===== config.mk =====
export PLATFORM = sky130hd
export DESIGN_NAME = ysyx_23060332_lsu
export DESIGN_NICKNAME = d
export VERILOG_FILES = /design/src/rtl/ysyx_23060332_lsu.sv
export SDC_FILE = /design/constraint.sdc
export NUM_CORES = 1
export LEC_CHECK = 0
export CAP_MARGIN = 0
export CELL_PAD_IN_SITES_DETAIL_PLACEMENT = 1
export CELL_PAD_IN_SITES_GLOBAL_PLACEMENT = 2
export CORE_MARGIN = 2
export CORE_UTILIZATION = 23
export CTS_CLUSTER_DIAMETER = 150
export DETAILED_ROUTE_END_ITERATION = 8
export GPL_TIMING_DRIVEN = 0
export PLACE_DENSITY_LB_ADDON = 0.2
export SLEW_MARGIN = 5
export SYNTH_ARGS = -nofsm -noshare
export SYNTH_HDL_FRONTEND = slang
export SYNTH_SLANG_ARGS = --single-unit
export TNS_END_PERCENT = 20

===== constraint.sdc =====
create_clock -name clk -period 2.6 [get_ports clk]
set_input_delay 0.52 -clock clk [delete_from_list [all_inputs] [get_ports clk]]
set_output_delay 0.52 -clock clk [all_outputs]
set_load 0.05 [all_outputs]

===== src/rtl/ysyx_23060332_lsu.sv =====
// Load/store unit: one outstanding access, aligns and masks stores, extends loads,
// and reports misalignment, bad size codes and memory timeouts as errors.
module ysyx_23060332_lsu #(
  parameter int TIMEOUT = 256
) (
  input  logic        clk,
  input  logic        rst,
  input  logic        req_valid,
  output logic        req_ready,
  input  logic        req_wen,
  input  logic [2:0]  req_funct3,
  input  logic [31:0] req_addr,
  input  logic [31:0] req_wdata,
  output logic        resp_valid,
  output logic [31:0] resp_rdata,
  output logic        resp_err,
  output logic        mem_ren,
  output logic [31:0] mem_raddr,
  input  logic [31:0] mem_rdata,
  input  logic        mem_rvalid,
  output logic        mem_wen,
  output logic [31:0] mem_waddr,
  output logic [31:0] mem_wdata,
  output logic [7:0]  mem_wmask,
  input  logic        mem_wdone
);

  typedef enum logic [1:0] {IDLE, RD, WR, RESP} state_t;

  localparam int CW = $clog2(TIMEOUT + 1);
  localparam logic [CW-1:0] CNT_LAST = CW'(TIMEOUT - 1);

  state_t        st, st_n;
  logic [CW-1:0] cnt, cnt_n;
  logic          wen_q;
  logic [2:0]    f3_q;
  logic [31:0]   addr_q, wdata_q;
  logic [31:0]   rdata_q, rdata_n;
  logic          err_q, err_n;
  logic          req_bad;
  logic [31:0]   rsh, load_data;
  logic [3:0]    wmask4;
  logic          accept;

  assign accept = (st == IDLE) && req_valid;

  // Size/alignment legality of the incoming request.
  always_comb begin
    case (req_funct3)
      3'b000:         req_bad = 1'b0;
      3'b001:         req_bad = req_addr[0];
      3'b010:         req_bad = |req_addr[1:0];
      3'b100:         req_bad = req_wen;
      3'b101:         req_bad = req_wen | req_addr[0];
      default:        req_bad = 1'b1;
    endcase
  end

  assign rsh = mem_rdata >> {addr_q[1:0], 3'b000};

  always_comb begin
    case (f3_q)
      3'b000:  load_data = {{24{rsh[7]}}, rsh[7:0]};
      3'b001:  load_data = {{16{rsh[15]}}, rsh[15:0]};
      3'b100:  load_data = {24'b0, rsh[7:0]};
      3'b101:  load_data = {16'b0, rsh[15:0]};
      default: load_data = mem_rdata;
    endcase
  end

  always_comb begin
    case (f3_q[1:0])
      2'b00:   wmask4 = 4'b0001 << addr_q[1:0];
      2'b01:   wmask4 = 4'b0011 << addr_q[1:0];
      default: wmask4 = 4'b1111;
    endcase
  end

  always_comb begin
    st_n    = st;
    cnt_n   = cnt;
    rdata_n = rdata_q;
    err_n   = err_q;
    case (st)
      IDLE: begin
        if (req_valid) begin
          cnt_n   = '0;
          rdata_n = '0;
          err_n   = req_bad;
          if (req_bad)      st_n = RESP;
          else if (req_wen) st_n = WR;
          else              st_n = RD;
        end
      end
      RD: begin
        // Data wins over timeout when both land in the same cycle.
        if (mem_rvalid) begin
          rdata_n = load_data;
          st_n    = RESP;
        end else if (cnt == CNT_LAST) begin
          err_n   = 1'b1;
          rdata_n = '0;
          st_n    = RESP;
        end else begin
          cnt_n = cnt + 1'b1;
        end
      end
      WR: begin
        if (mem_wdone) begin
          st_n = RESP;
        end else if (cnt == CNT_LAST) begin
          err_n = 1'b1;
          st_n  = RESP;
        end else begin
          cnt_n = cnt + 1'b1;
        end
      end
      RESP:    st_n = IDLE;
      default: st_n = IDLE;
    endcase
  end

  always_ff @(posedge clk) begin
    if (rst) begin
      st      <= IDLE;
      cnt     <= '0;
      rdata_q <= '0;
      err_q   <= 1'b0;
      wen_q   <= 1'b0;
      f3_q    <= '0;
      addr_q  <= '0;
      wdata_q <= '0;
    end else begin
      st      <= st_n;
      cnt     <= cnt_n;
      rdata_q <= rdata_n;
      err_q   <= err_n;
      if (accept) begin
        wen_q   <= req_wen;
        f3_q    <= req_funct3;
        addr_q  <= req_addr;
        wdata_q <= req_wdata;
      end
    end
  end

  // Outputs are gated by rst so they drop in the very cycle reset is seen.
  assign req_ready  = !rst && (st == IDLE);
  assign resp_valid = !rst && (st == RESP);
  assign resp_err   = resp_valid && err_q;
  assign resp_rdata = resp_valid ? rdata_q : 32'b0;
  assign mem_ren    = !rst && (st == RD) && !wen_q;
  assign mem_wen    = !rst && (st == WR) && wen_q;
  assign mem_raddr  = mem_ren ? {addr_q[31:2], 2'b00} : 32'b0;
  assign mem_waddr  = mem_wen ? {addr_q[31:2], 2'b00} : 32'b0;
  assign mem_wdata  = mem_wen ? (wdata_q << {addr_q[1:0], 3'b000}) : 32'b0;
  assign mem_wmask  = mem_wen ? {4'b0000, wmask4} : 8'b0;

endmodule


==> reports/metrics.csv, run 1 <==
metric;value;unit
synthDominantCellAreaShare;37.22;%
async_flop_share;0;%
fillerInstances;3109;
die_x;165.8;µm
path_cells;dlygate4sd2_1, nand3b_1, inv_2, nand2b_4, nor2_4, buf_12, and2_1, buf_6;
power.density;642.8;nW/µm²
finalHoldViolCount;0;
start_util;23.25;%
dp.cells;1358;
grt_pass1_wl;39340;µm
critPathArrivalTime;2.05;ns
viasPerCell;4.670;
outcome;completed;
rsz0062_at_grt;true;
cts_tree;built;
grt_usage;18.17;%
syn_area;6025;µm²
gp_congestion;0.7618;
yosys.cell_count.top_type;nand2_1;
drt-pass1-iter-count;4;
h-tree-depth;3;
cts_max_path_buffers;2;
die_y;165.8;µm
vias;6444;
fin_tns_setup;0;ns
finalCritPeriodShare;98.92;%
synth_cell_types;50;
max-cap-violations;0;
synth-seq-cells;112;
grt_pass1_vias;6597;
cts_hold_buffers;0;
rows;59;
worst_pin_slew;0.8251;ns
end_kind;primary output;
relSlewSlack;44.54;%
drtIter0Drc;167;
cts.sinks;112;
leakagePower;3.583;nW
nets;1154;
cp-start-kind;input pin;
wl;25500;µm
worst-path-max-fanout;8;
cts_root_buf;clkbuf_16;
clock_latency;0.36;ns
place_hpwl;19650;µm
grt_max_degree;20;
irDropWorstVdd;0.0002800;V
core;25910;µm²
worst_ep_required_time;2.08;ns
fin_skew;0.01247;ns
synthTopCellsByArea;dfxtp_1 37%, and2_1 11%, nand2_1 9.3%;
dieArea;27500;µm²
synth_commonest_cells;150 x nand2_1, 112 x dfxtp_1, 104 x and2_1;
synth_top_cell_by_area;dfxtp_1;
synthCells;779;
ys_seq_area_share;37.22;%
hold_class;flip-flop to flip-flop;
synth_ff_type;dfxtp_1;
synth_edf_count;0;
multiInputGateArea;3597;µm²
grt_overflow;0;
final_cells;1380;
drive_gt1_share;22.20;%
drcViolationCount;0;
area_growth;53.94;%
crit_path_max_incr_delay;0.35;ns
path_class;input pin to primary output;
yosysWarnings;0;
fmax;0.3888;GHz
slowest_stage;dlygate4sd2_1;
pin_count;246;
cp_top_family;buffers and inverters;
slew_violations;0;
drtAntennaViolNets;0;
grt_antenna_before_repair;1;
avgRoutedWirePerCell;18.48;µm
avgSynthCellArea;7.734;µm²
clk_pin_slew;0.07;ns
portBuffers;237;
path_buf_inv;4;
setup_viol;0;
seq_area;2245;µm²
numCtsBuffers;9;
fin_crit;2.572;ns
n_antenna_cell;0;
kinds of logic after synthesis:
kind of cell               after synthesis  synth area share [%]
buffers and inverters                   80                 5.773
adders and majority gates                9                 1.869
DFF                                    112                 37.22
and+or+nand+nor                        359                 29.70
AOI/OAI and AO/OA                      192                 20.79
muxes                                   26                 4.590
other                                    1               0.06225
power by group:
| group | total, W | internal (W) | switching [W] |
|---|---|---|---|
| logic | 0.00234 | 0.000883 | 0.00146 |
| clock network | 0.00139 | 0.000666 | 0.000727 |
| registers | 0.00222 | 0.00200 | 0.000227 |
final timing paths:
| check | from | to | slack [ns] | cells past startpoint |
|---|---|---|---|---|
| min | wdata_q[29]$_SDFFE_PP0P_ | wdata_q[29]$_SDFFE_PP0P_ | 0.45 | 2 |
| max | rst | mem_wdata[2] | 0.03 | 8 |
| min reg2reg | wdata_q[29]$_SDFFE_PP0P_ | wdata_q[29]$_SDFFE_PP0P_ | 0.45 | 2 |
| max reg2reg | st[0]$_SDFFE_PP0P_ | rdata_q[31]$_SDFFE_PP0P_ | 0.11 | 10 |
layout by cell type, fill, tap and decap left out, types with 9 or more instances in the layout:
cell             netlist  final
clkdlybuf4s15_2        0     35
buf_6                  0     29
clkbuf_16              0      9
clkdlybuf4s50_1        0    103
o2bb2ai_1             15     15
clkbuf_4               0     17
dfxtp_1              112    110
buf_2                 10     45
buf_4                  9     39
a211oi_1              20     13
a221o_1               17     17
a21oi_1               96     94
nor2_1                39     37
o21ai_0               13     13
mux2i_1               22     15
and2_1               104    103
clkbuf_1              43     21
nand2_1              150    150
nor2b_1               22     20
worst register-to-register path, delay by kind of cell, from the launching register on:
| family | cells | cell delay [ns] |
|---|---|---|
| AOI/OAI and AO/OA | 1 | 0.12 |
| buffers and inverters | 5 | 0.86 |
| and+or+nand+nor | 3 | 0.83 |
| DFF | 1 | 0.37 |
| adders and majority gates | 1 | 0.27 |
metrics by stage:
stage / util, % / instance area (µm²) / total power (W) / setup slack, ns / hold WS [ns]
finish: 35.79 / 9274 / 0.005961 / 0.02815 / 0.4536
CTS: 35.20 / 9121 / 0.005954 / -0.08084 / 0.4574
detailed placement: 34.18 / 8857 / 0.004447 / -1.641 / 0.4443
floorplan: - / 6066 / 0.003592 / -0.2706 / 0.4242
global placement: 34.18 / 8857 / 0.004437 / -1.647 / 0.4381
global route: 35.79 / 9274 / 0.006372 / -0.06749 / 0.4758
state kept, by name (all words and copies together) (netlist names):
name / flops
wen_q: 1
st: 2
err_q: 1
rdata_q: 32
f3_q: 3
cnt: 9
addr_q: 32
wdata_q: 32
routing by layer:
metal | vias to the layer above | track usage (%) | routed length, µm
met4 | 2 | 4.045 | 314
li1 | 3180 | - | -
met2 | 197 | 30.81 | 12160
met1 | 3039 | 23.40 | 11580
met5 | - | 0 | 10
met3 | 26 | 4.385 | 1431
area by class of cell:
type	instances	share of cell area, %
Buffer	69	4.614
Tap cell	335	4.520
Inverter	9	0.3643
Clock buffer	10	2.469
Multi-Input combinational cell	594	38.79
Sequential cell	112	24.20
Timing Repair Buffer	245	24.51
Clock inverter	6	0.5262
what timing repair did:
action / CTS / global route
pin swaps: 2 / 1
setup buffers: 4 / 4
gates resized for setup: 683 / 70
setup endpoints to repair: 145 / 148
(Power assumes the default switching activity.)
==> run 2: changes to the inputs <==
- CAP_MARGIN: 0 -> 20
==> results of run 2 <==
Final layout, timing and power as in run 1 (identical DEF).
==> run 3: changes to the inputs <==
- CORE_ASPECT_RATIO: unset -> 0.5
==> run 3 against run 2 <==
Effect of this change: hold slack better by 0.0053 ns; combinational power about the same; critical path depth unchanged; sequential share of layout area down 0.17 points; largest cell class unchanged; highest routed layer is now met4.
==> reports/metrics.csv, run 3 (synthesized netlist as in run 1, its figures left out) <==
metric;value;unit
whs_path_depth;2;
p_comb_share;37.8;%
seq_area;2251;µm²
cts.sinks;112;
power_frac_seq;36.5;%
dieArea;27580;µm²
drtAntennaViolNets;0;
die_y;118.4;µm
wl;26720;µm
rsz0062_at_grt;true;
hold_class;flip-flop to flip-flop;
grt_antenna_before_repair;0;
fmax;0.3874;GHz
core;25440;µm²
portBuffers;237;
die_x;232.9;µm
avgRoutedWirePerCell;19.29;µm
outcome;completed;
fin_area;9366;µm²
layout_commonest_cell;nand2_1;
p_int;0.003767;W
cp-start-kind;flip-flop;
worst_pin_slew;0.7126;ns
vias;6555;
power.share.switching;39.44;%
cts_tree;built;
irDropWorstVdd;0.0002837;V
start_util;23.68;%
gp_congestion;0.8711;
startpoint;st[0]$_SDFFE_PP0P_;
r2r_cells;8;
grt_usage;19.22;%
fillerInstances;3080;
h-tree-depth;3;
reg_top3;addr_q (32), rdata_q (32), wdata_q (32);
n_antenna_cell;0;
cts_root_buf;clkbuf_16;
r2r_start;st[1]$_SDFFE_PP0P_;
area_growth;55.47;%
worst_ep_required_time;2.08;ns
rows;41;
finalCritPeriodShare;99.29;%
drive_gt1_share;22.67;%
leakagePower;3.607;nW
viasPerCell;4.733;
fin_skew;0.005341;ns
slew_violations;0;
fin_hold_ws;0.4588;ns
drcViolationCount;0;
numCtsBuffers;9;
place_hpwl;21040;µm
fin_tns_setup;0;ns
grt_pass1_wl;40470;µm
clock_latency;0.37;ns
grt_max_degree;19;
cts_max_path_buffers;2;
path_class;flip-flop to primary output;
fin_crit;2.582;ns
drtIter0Drc;325;
dp.cells;1367;
drt-pass1-iter-count;4;
multiInputGateArea;3672;µm²
power_frac_clock;25.6;%
worst-path-max-fanout;8;
critPathArrivalTime;2.06;ns
clk_pin_slew;0.08;ns
setup_viol;0;
hold_start;cnt[8]$_SDFFE_PP0P_;
relSlewSlack;52.49;%
max-cap-violations;0;
post_dp_cell_area;8869;µm²
final_cells;1385;
finalHoldViolCount;0;
grt_overflow;0;
pin_count;246;
grt_pass1_vias;6832;
nets;1150;
p_switching;0.002453;W
power.density;664.1;nW/µm²
mostFrequentLayoutCells;150 x nand2_1, 109 x dfxtp_1, 103 x clkdlybuf4s50_1;
end_kind;primary output;
## run 3: path summary, 6_finish.rpt
check | endpoint | slack, ns
min | cnt[8]$_SDFFE_PP0P_ | 0.46
min reg2reg | cnt[8]$_SDFFE_PP0P_ | 0.46
max reg2reg | addr_q[22]$_SDFFE_PP0P_ | 0.17
max | mem_wdata[7] | 0.02
## run 3: per-layer routing
metal | share of wire [%] | track usage [%]
met1 | 46 | 25.40
met2 | 49 | 32.37
met3 | 4.4 | 3.813
met4 | 1.0 | 3.901
met5 | 0 | 0
## run 3: per-stage QoR
| stage | power, W | utilization, % | setup WS [ns] |
|---|---|---|---|
| finish | 0.006220 | 36.81 | 0.01839 |
| global route | 0.006632 | 36.81 | -0.08452 |
| CTS | 0.006152 | 35.87 | -0.1938 |
| detailed placement | 0.004462 | 34.85 | -1.562 |
| global placement | 0.004411 | 34.85 | -1.555 |
| floorplan | 0.003592 | - | -0.2706 |
## run 3: timing repair
action | in CTS | in global routing
hold buffers | 0 | 0
gates cloned | 0 | 1
setup buffers | 1 | 2
pin swaps | 1 | 4
endpoints found under the setup margin | 149 | 139
resized for setup | 678 | 138
## run 3: worst max-delay path, stage by stage, from the launching register on
cell and delay, ns:
dfxtp_4 0.37, inv_6 0.08, ha_4 0.14, nand3b_1 0.18
inv_4 0.20, nand2b_4 0.12, nor2_4 0.23, and2_4 0.21
buf_6 0.15
## run 3: cell type report
| class | count | share of cell area (%) |
|---|---|---|
| repair buffers | 240 | 23.62 |
| multi-input cells | 595 | 39.21 |
| clock buffers | 10 | 2.551 |
| inverters | 9 | 0.4408 |
| clock inverters | 6 | 0.9752 |
| flip-flops and latches | 112 | 24.03 |
| well taps | 344 | 4.595 |
| plain buffers | 69 | 4.582 |
## run 3: power groups by stage
stage	combinational (W)	clock (W)	sequential [W]
3_3_place_gp	0.00216	0	0.00225
5_1_grt	0.00261	0.00171	0.00231
3_5_place_dp	0.00220	0	0.00226
4_1_cts	0.00227	0.00164	0.00225
6_report	0.00235	0.00159	0.00227
2_1_floorplan	0.00143	0	0.00216
